===== config.mk =====
export PLATFORM = sky130hd
export DESIGN_NAME = param_updown_counter_flat
export DESIGN_NICKNAME = d
export VERILOG_FILES = /design/src/rtl/param_updown_counter_if.sv /design/src/rtl/param_updown_counter.sv /design/src/flat_wrapper.sv
export SDC_FILE = /design/constraint.sdc
export NUM_CORES = 1
export LEC_CHECK = 0
export CAP_MARGIN = 20
export CORE_AREA = 2 2 39 41
export CTS_CLUSTER_DIAMETER = 30
export DETAILED_ROUTE_END_ITERATION = 16
export DIE_AREA = 0 0 41 43
export DONT_BUFFER_PORTS = 1
export GPL_TIMING_DRIVEN = 0
export PLACE_DENSITY = 0.67
export SLEW_MARGIN = 20
export SYNTH_ARGS = -nofsm -noshare
export SYNTH_HDL_FRONTEND = slang
export SYNTH_SLANG_ARGS = --single-unit

===== constraint.sdc =====
create_clock -name clk -period 4.1 [get_ports clk]
set_input_delay 0.82 -clock clk [delete_from_list [all_inputs] [get_ports clk]]
set_output_delay 0.82 -clock clk [all_outputs]
set_load 0.05 [all_outputs]

===== src/rtl/param_updown_counter_if.sv =====
// ----------------------------------------------------------------------------
// param_updown_counter_if
// Bundles the control and status signals of param_updown_counter.
//
// Signals (WIDTH = count width):
//   en        count enable
//   dir       requested direction, 1 = up, 0 = down
//   step      increment magnitude per enabled cycle
//   load      synchronous parallel-load strobe
//   load_val  value to load
//   count     registered count value
//   tc        registered terminal-count pulse
//   dir_q     registered effective direction
//   at_max    combinational flag, count == MAX
//   at_min    combinational flag, count == 0
//
// Modports:
//   master  drives the controls, observes the status (the user of the counter)
//   slave   the counter itself
// ----------------------------------------------------------------------------
interface param_updown_counter_if #(
    parameter int WIDTH = 4
);
    logic             en;
    logic             dir;
    logic [WIDTH-1:0] step;
    logic             load;
    logic [WIDTH-1:0] load_val;
    logic [WIDTH-1:0] count;
    logic             tc;
    logic             dir_q;
    logic             at_max;
    logic             at_min;

    modport master (
        output en, dir, step, load, load_val,
        input  count, tc, dir_q, at_max, at_min
    );

    modport slave (
        input  en, dir, step, load, load_val,
        output count, tc, dir_q, at_max, at_min
    );
endinterface


===== src/rtl/param_updown_counter.sv =====
// ----------------------------------------------------------------------------
// param_updown_counter
// Parameterised up/down counter with selectable boundary behaviour:
//   MODE 0  wrap modulo MAX+1, tc when the update crosses a boundary
//   MODE 1  saturate at MAX / 0, tc whenever the new count sits on the
//           boundary in the travel direction
//   MODE 2  ping-pong: count along dir_q, clamp and reverse at the boundary
//
// Parameters:
//   WIDTH  count width in bits (2..16)
//   MAX    top count value (1..2**WIDTH-1)
//   MODE   boundary behaviour, see above
//
// Ports:
//   clk    clock, rising edge
//   rst    asynchronous active-high reset: count=0, tc=0, dir_q=1
//   bus    param_updown_counter_if.slave (en, dir, step, load, load_val in;
//          count, tc, dir_q, at_max, at_min out)
//
// Build option:
//   PARAM_UPDOWN_COUNTER_LOAD_EN  when defined, load/load_val perform a
//   synchronous load (count <= min(load_val, MAX)) with priority over en.
//   When undefined, load and load_val are ignored.
// ----------------------------------------------------------------------------
module param_updown_counter #(
    parameter int WIDTH = 4,
    parameter int MAX   = (1 << WIDTH) - 1,
    parameter int MODE  = 0
) (
    input logic                 clk,
    input logic                 rst,
    param_updown_counter_if.slave bus
);
    // One spare bit keeps count+step and count+MAX+1 from overflowing.
    localparam int W1 = WIDTH + 1;
    localparam logic [W1-1:0] MAX_X = W1'(MAX);
    localparam logic [W1-1:0] MOD_X = W1'(MAX + 1);

    logic [WIDTH-1:0] count_r;
    logic             tc_r;
    logic             dir_r;

    logic [W1-1:0] cnt_x;
    logic [W1-1:0] step_x;
    logic [W1-1:0] s_x;
    logic [W1-1:0] sum_x;
    logic [W1-1:0] nxt_x;
    logic          nxt_tc;
    logic          nxt_dir;
    logic          up;
    logic          load_hit;
    logic [W1-1:0] load_x;

`ifdef PARAM_UPDOWN_COUNTER_LOAD_EN
    assign load_hit = bus.load;
    assign load_x   = ({1'b0, bus.load_val} > MAX_X) ? MAX_X : {1'b0, bus.load_val};
`else
    assign load_hit = 1'b0;
    assign load_x   = '0;
    logic unused_load;
    assign unused_load = &{1'b0, bus.load, bus.load_val};
`endif

    // NOTE: every always_comb output gets a default first, so no path
    // leaves a variable unassigned and no latch is inferred.
    always_comb begin
        cnt_x   = {1'b0, count_r};
        step_x  = {1'b0, bus.step};
        s_x     = (step_x > MAX_X) ? MAX_X : step_x;
        sum_x   = cnt_x + s_x;
        up      = (MODE == 2) ? dir_r : bus.dir;
        nxt_x   = cnt_x;
        nxt_tc  = 1'b0;
        nxt_dir = (MODE == 2) ? dir_r : bus.dir;

        if (s_x == '0) begin
            // Zero effective step: everything holds, including direction.
            nxt_dir = dir_r;
        end else if (MODE == 0) begin
            if (up) begin
                if (sum_x > MAX_X) begin
                    nxt_x  = sum_x - MOD_X;
                    nxt_tc = 1'b1;
                end else begin
                    nxt_x = sum_x;
                end
            end else begin
                if (s_x > cnt_x) begin
                    nxt_x  = cnt_x + MOD_X - s_x;
                    nxt_tc = 1'b1;
                end else begin
                    nxt_x = cnt_x - s_x;
                end
            end
        end else begin
            // Saturate and ping-pong share the clamp; ping-pong also reverses.
            if (up) begin
                if (sum_x >= MAX_X) begin
                    nxt_x  = MAX_X;
                    nxt_tc = 1'b1;
                    if (MODE == 2) nxt_dir = 1'b0;
                end else begin
                    nxt_x = sum_x;
                end
            end else begin
                if (s_x >= cnt_x) begin
                    nxt_x  = '0;
                    nxt_tc = 1'b1;
                    if (MODE == 2) nxt_dir = 1'b1;
                end else begin
                    nxt_x = cnt_x - s_x;
                end
            end
        end
    end

    // NOTE: sequential state uses non-blocking assignments so every register
    // samples pre-edge values regardless of statement order.
    always_ff @(posedge clk or posedge rst) begin
        if (rst) begin
            count_r <= '0;
            tc_r    <= 1'b0;
            dir_r   <= 1'b1;
        end else if (load_hit) begin
            count_r <= load_x[WIDTH-1:0];
            tc_r    <= 1'b0;
            dir_r   <= bus.dir;
        end else if (bus.en) begin
            count_r <= nxt_x[WIDTH-1:0];
            tc_r    <= nxt_tc;
            dir_r   <= nxt_dir;
        end else begin
            tc_r    <= 1'b0;
        end
    end

    assign bus.count  = count_r;
    assign bus.tc     = tc_r;
    assign bus.dir_q  = dir_r;
    assign bus.at_max = ({1'b0, count_r} == MAX_X);
    assign bus.at_min = (count_r == '0);
endmodule


===== src/flat_wrapper.sv =====
// flat-port wrapper written by rule: the top's interface ports become plain ports
module param_updown_counter_flat 
#(
    parameter int WIDTH = 4,
    parameter int MAX   = (1 << WIDTH) - 1,
    parameter int MODE  = 0
)
  (clk, rst, bus_en, bus_dir, bus_step, bus_load, bus_load_val, bus_count, bus_tc, bus_dir_q, bus_at_max, bus_at_min);
  param_updown_counter_if #(.WIDTH(WIDTH)) bus_i ();
  input logic clk;
  input logic rst;
  input wire logic [$bits(bus_i.en)-1:0] bus_en;
  input wire logic [$bits(bus_i.dir)-1:0] bus_dir;
  input wire logic [$bits(bus_i.step)-1:0] bus_step;
  input wire logic [$bits(bus_i.load)-1:0] bus_load;
  input wire logic [$bits(bus_i.load_val)-1:0] bus_load_val;
  output wire logic [$bits(bus_i.count)-1:0] bus_count;
  output wire logic [$bits(bus_i.tc)-1:0] bus_tc;
  output wire logic [$bits(bus_i.dir_q)-1:0] bus_dir_q;
  output wire logic [$bits(bus_i.at_max)-1:0] bus_at_max;
  output wire logic [$bits(bus_i.at_min)-1:0] bus_at_min;
  assign bus_i.en = bus_en;
  assign bus_i.dir = bus_dir;
  assign bus_i.step = bus_step;
  assign bus_i.load = bus_load;
  assign bus_i.load_val = bus_load_val;
  assign bus_count = bus_i.count;
  assign bus_tc = bus_i.tc;
  assign bus_dir_q = bus_i.dir_q;
  assign bus_at_max = bus_i.at_max;
  assign bus_at_min = bus_i.at_min;
  param_updown_counter #(.WIDTH(WIDTH), .MAX(MAX), .MODE(MODE)) u_core (.clk(clk), .rst(rst), .bus(bus_i));
endmodule

==> results by group <==
Outcome
  – Status: finished, final reports clean

Setup path
  – Reg2reg setup slack: slightly above 2 ns
  – Critical path data required time: between 3 and 4 ns
  – FF-to-FF End: u_core.bus.tc$_DFF_PP0_
  – Max FO, Critical Path: 7
  – Worst r2r src: u_core.bus.count[0]$_DFFE_PP0P_
  – Reg2Reg Depth: 7
  – Crit-path slowest cell: nor4_4
  – Worst Path Buf+Inv: 0
  – CP top delay family: simple AND/OR/NAND/NOR gates
  – CP peak stage delay: slightly below 0.8 ns
  – Crit start category: flip-flop
  – WP data arrival: around 1.7 ns
  – Worst path cell trace: nor4_4
  – Critical path class: reg -> out
  – Crit end category: output port

Place
  – GP Congestion: between 0.6 and 0.7
  – Hpwl dp: slightly below 900 µm
  – Worst slack, placed: approximately 1.5 ns
  – Cell total after placement: 73
  – Port Buf Inserts: 0

Synthesis
  – Mapped Area: between 500 and 600 µm²
  – Ys flop type: dfrtp_1
  – Synthesis Warnings: 0
  – Post-synthesis xor/xnor area fraction: between 1.5 and 2%
  – Post-Synth Simple-Gate Area: 13.9%
  – Cell taking the most area after synthesis: dfrtp_1
  – Area share of the leading cell type in the synthesized netlist: 22.8%
  – Synth Area in Compound Gates: about a fifth
  – Syn avg cell area: about 9.6 µm²
  – Asr flop ratio synth: between 90% and 100%
  – #FFs+latches synth: 6
  – Post-synthesis mux area share: 4.57%
  – Adder and majority gate portion of the synthesized area: between 20 and 30%
  – Post-Synthesis Cells: 57
  – EDFF count, synth: 0
  – Synth cell types: 23
  – Syn_nets: 80
  – Sequential area share after synthesis: between 20 and 30%
  – Largest family of logic cells by synthesized area: adder cells
  – Largest cells by area after synthesis: dfrtp_1 23%, ha_1 18%, fa_1 7.3%, inv_1 6.8%, o21ai_0 5.5%

Cells and area
  – Layout Nets: 85
  – Share of cells above drive strength 1: roughly an eighth
  – Synth-to-Final Area Change: 11.2%
  – Fill cells: approximately 140
  – Post-Layout Cell Count: 77
  – # diodes: 0

GRT
  – All-Layer GR Usage: between 15 and 20%
  – Vias in the first global route: between 400 and 500
  – M2 GR Usage: a little under a quarter
  – Global routing's busiest layer: met2
  – Grt total ovfl: 0
  – Routing usage on met1: about 18%
  – First-pass GRT wire length: about 1.8 mm
  – Met3 Use GR: under 10%
  – Initial antenna violation count: 0
  – Largest net degree at the start of global routing: 11

Power and ir drop
  – LEAKAGE: between 0.2 and 0.3 nW
  – Design Power: a little under 0.4 mW
  – Peak supply drop: roughly 0.00040 V
  – Cell Pwr Density: ~650 nW/µm²

Clock network
  – Clock sink total: 6
  – Setup repair bufs after CTS: 0
  – Hold Buf Count CTS: 0
  – TritonCTS clock tree: built
  – Reg clk slew, reported paths: roughly 0.05 ns
  – Cts bufs inserted: 3
  – CTS Buffer Depth: 2
  – Post-cts resize count: 0
  – Clock latency on the worst-skew pair: 0.26 ns
  – # H-tree levels: 1
  – Clock root buffer: clkbuf_4

Route
  – Vias per std cell: about 5.3
  – Post-detailed-route count of antenna-violating nets: 0
  – Final wirelength: about 1.1 mm
  – Routed vias: 407
  – DRC errors left: 0
  – Iter 0 DRT Violations: 3
  – Drt first pass iters: 4
  – Routed WL per cell: 14.2 µm

Floorplan
  – Core area: approximately 1400 µm²
  – Num ports: 21
  – # rows: 14
  – Die area: 1760 µm²
  – Initial core utilization: approximately two fifths
  – Die span in x: 41 µm
  – Die H: 43 µm

Timing
  – Tcrit/Tclk final: approximately 62%
  – Final setup TNS: 0 ns
  – Slew @ Worst Pin: 0.726 ns
  – RSZ-0062 raised after global routing: no
  – F_max: 397 MHz
  – Max Clock Skew: between 0.0015 and 0.002 ns
  – Setup ws final: 1.58 ns
  – Final Hold Vio Count: 0
  – Tmin final: around 2.5 ns
  – Setup violations, final: 0
  – Slew headroom: between 50% and 60%
  – Final Max Tran Viols: 0

Run
  – Max-cap check violation count: 0

Min path
  – Worst min path class: in -> async
flip-flops by register name, summed over array words and instances (netlist names):
register	cells
u_core.bus.count	4
u_core.bus.dir_q	1
u_core.bus.tc	1
layer usage:
metal | vias up | wire length (µm)
met4 | 0 | 44
met2 | 16 | 526
met1 | 180 | 439
li1 | 206 | -
met3 | 5 | 83
met5 | - | 0
report_power, final:
| part | switching (mW) | internal, mW | leakage (nW) |
|---|---|---|---|
| registers | 0.108 | 0.0777 | 0.0703 |
| clock network | 0.0274 | 0.0373 | 0.0150 |
| logic | 0.0786 | 0.0653 | 0.201 |
how the worst max path moves through the flow:
stage | to | from | depth (start not counted)
after detailed placement | bus_at_min | u_core.bus.count[1]$_DFFE_PP0P_ | 1
after floorplan | bus_at_min | u_core.bus.count[1]$_DFFE_PP0P_ | 1
after global placement | bus_at_min | u_core.bus.count[1]$_DFFE_PP0P_ | 1
after global routing | bus_at_min | u_core.bus.count[1]$_DFFE_PP0P_ | 1
final | bus_at_min | u_core.bus.count[1]$_DFFE_PP0P_ | 1
after CTS | bus_at_min | u_core.bus.count[1]$_DFFE_PP0P_ | 1
layout make-up:
type	count	area, µm²	share of cell area, %
Inverter	10	37.5	6.16
Multi-Input combinational cell	40	369	60.6
Buffer	1	5.00	0.821
Tap cell	16	20.0	3.29
Sequential cell	6	151	24.8
Clock buffer	4	26.3	4.31
cell usage in the layout, fill, tap and decap left out:
master,netlist,final
clkbuf_4,0,3
xnor2_1,1,1
nor3_1,2,2
dfstp_2,1,1
o31a_1,1,1
nor2_1,1,1
a31oi_1,1,1
a211oi_1,1,1
nor4_4,0,1
dfrtp_1,5,5
mux2i_1,1,1
inv_1,10,10
mux2_4,1,1
o21ai_0,6,6
fa_1,2,2
a311oi_1,1,1
and4_1,2,2
nand2_1,2,2
ha_1,8,8
nor2b_1,4,4
nand2b_1,1,1
a21oi_1,3,3
o41ai_4,1,1
buf_2,1,1
clkbuf_1,0,1
synthesized netlist by cell type, types with 2 or more instances:
master	count
and4_1	2
inv_1	10
a21oi_1	3
nand2_1	2
fa_1	2
dfrtp_1	5
ha_1	8
o21ai_0	6
nor3_1	2
nor2b_1	4
logic make-up after synthesis:
logic type / Yosys count
compound gates: 14
simple gates: 13
buf+inv: 11
fa+ha+maj: 10
flops: 6
mux: 2
xor+xnor: 1
metrics by stage:
step	utilization [%]	hold WS [ns]	cell area, µm²
finish	44.0	0.362	609
global route	44.0	0.381	609
CTS	43.4	0.369	601
detailed placement	41.5	0.646	574
global placement	41.0	0.633	568
floorplan	-	0.610	548
Note: power is estimated with default switching activity, not from simulation.
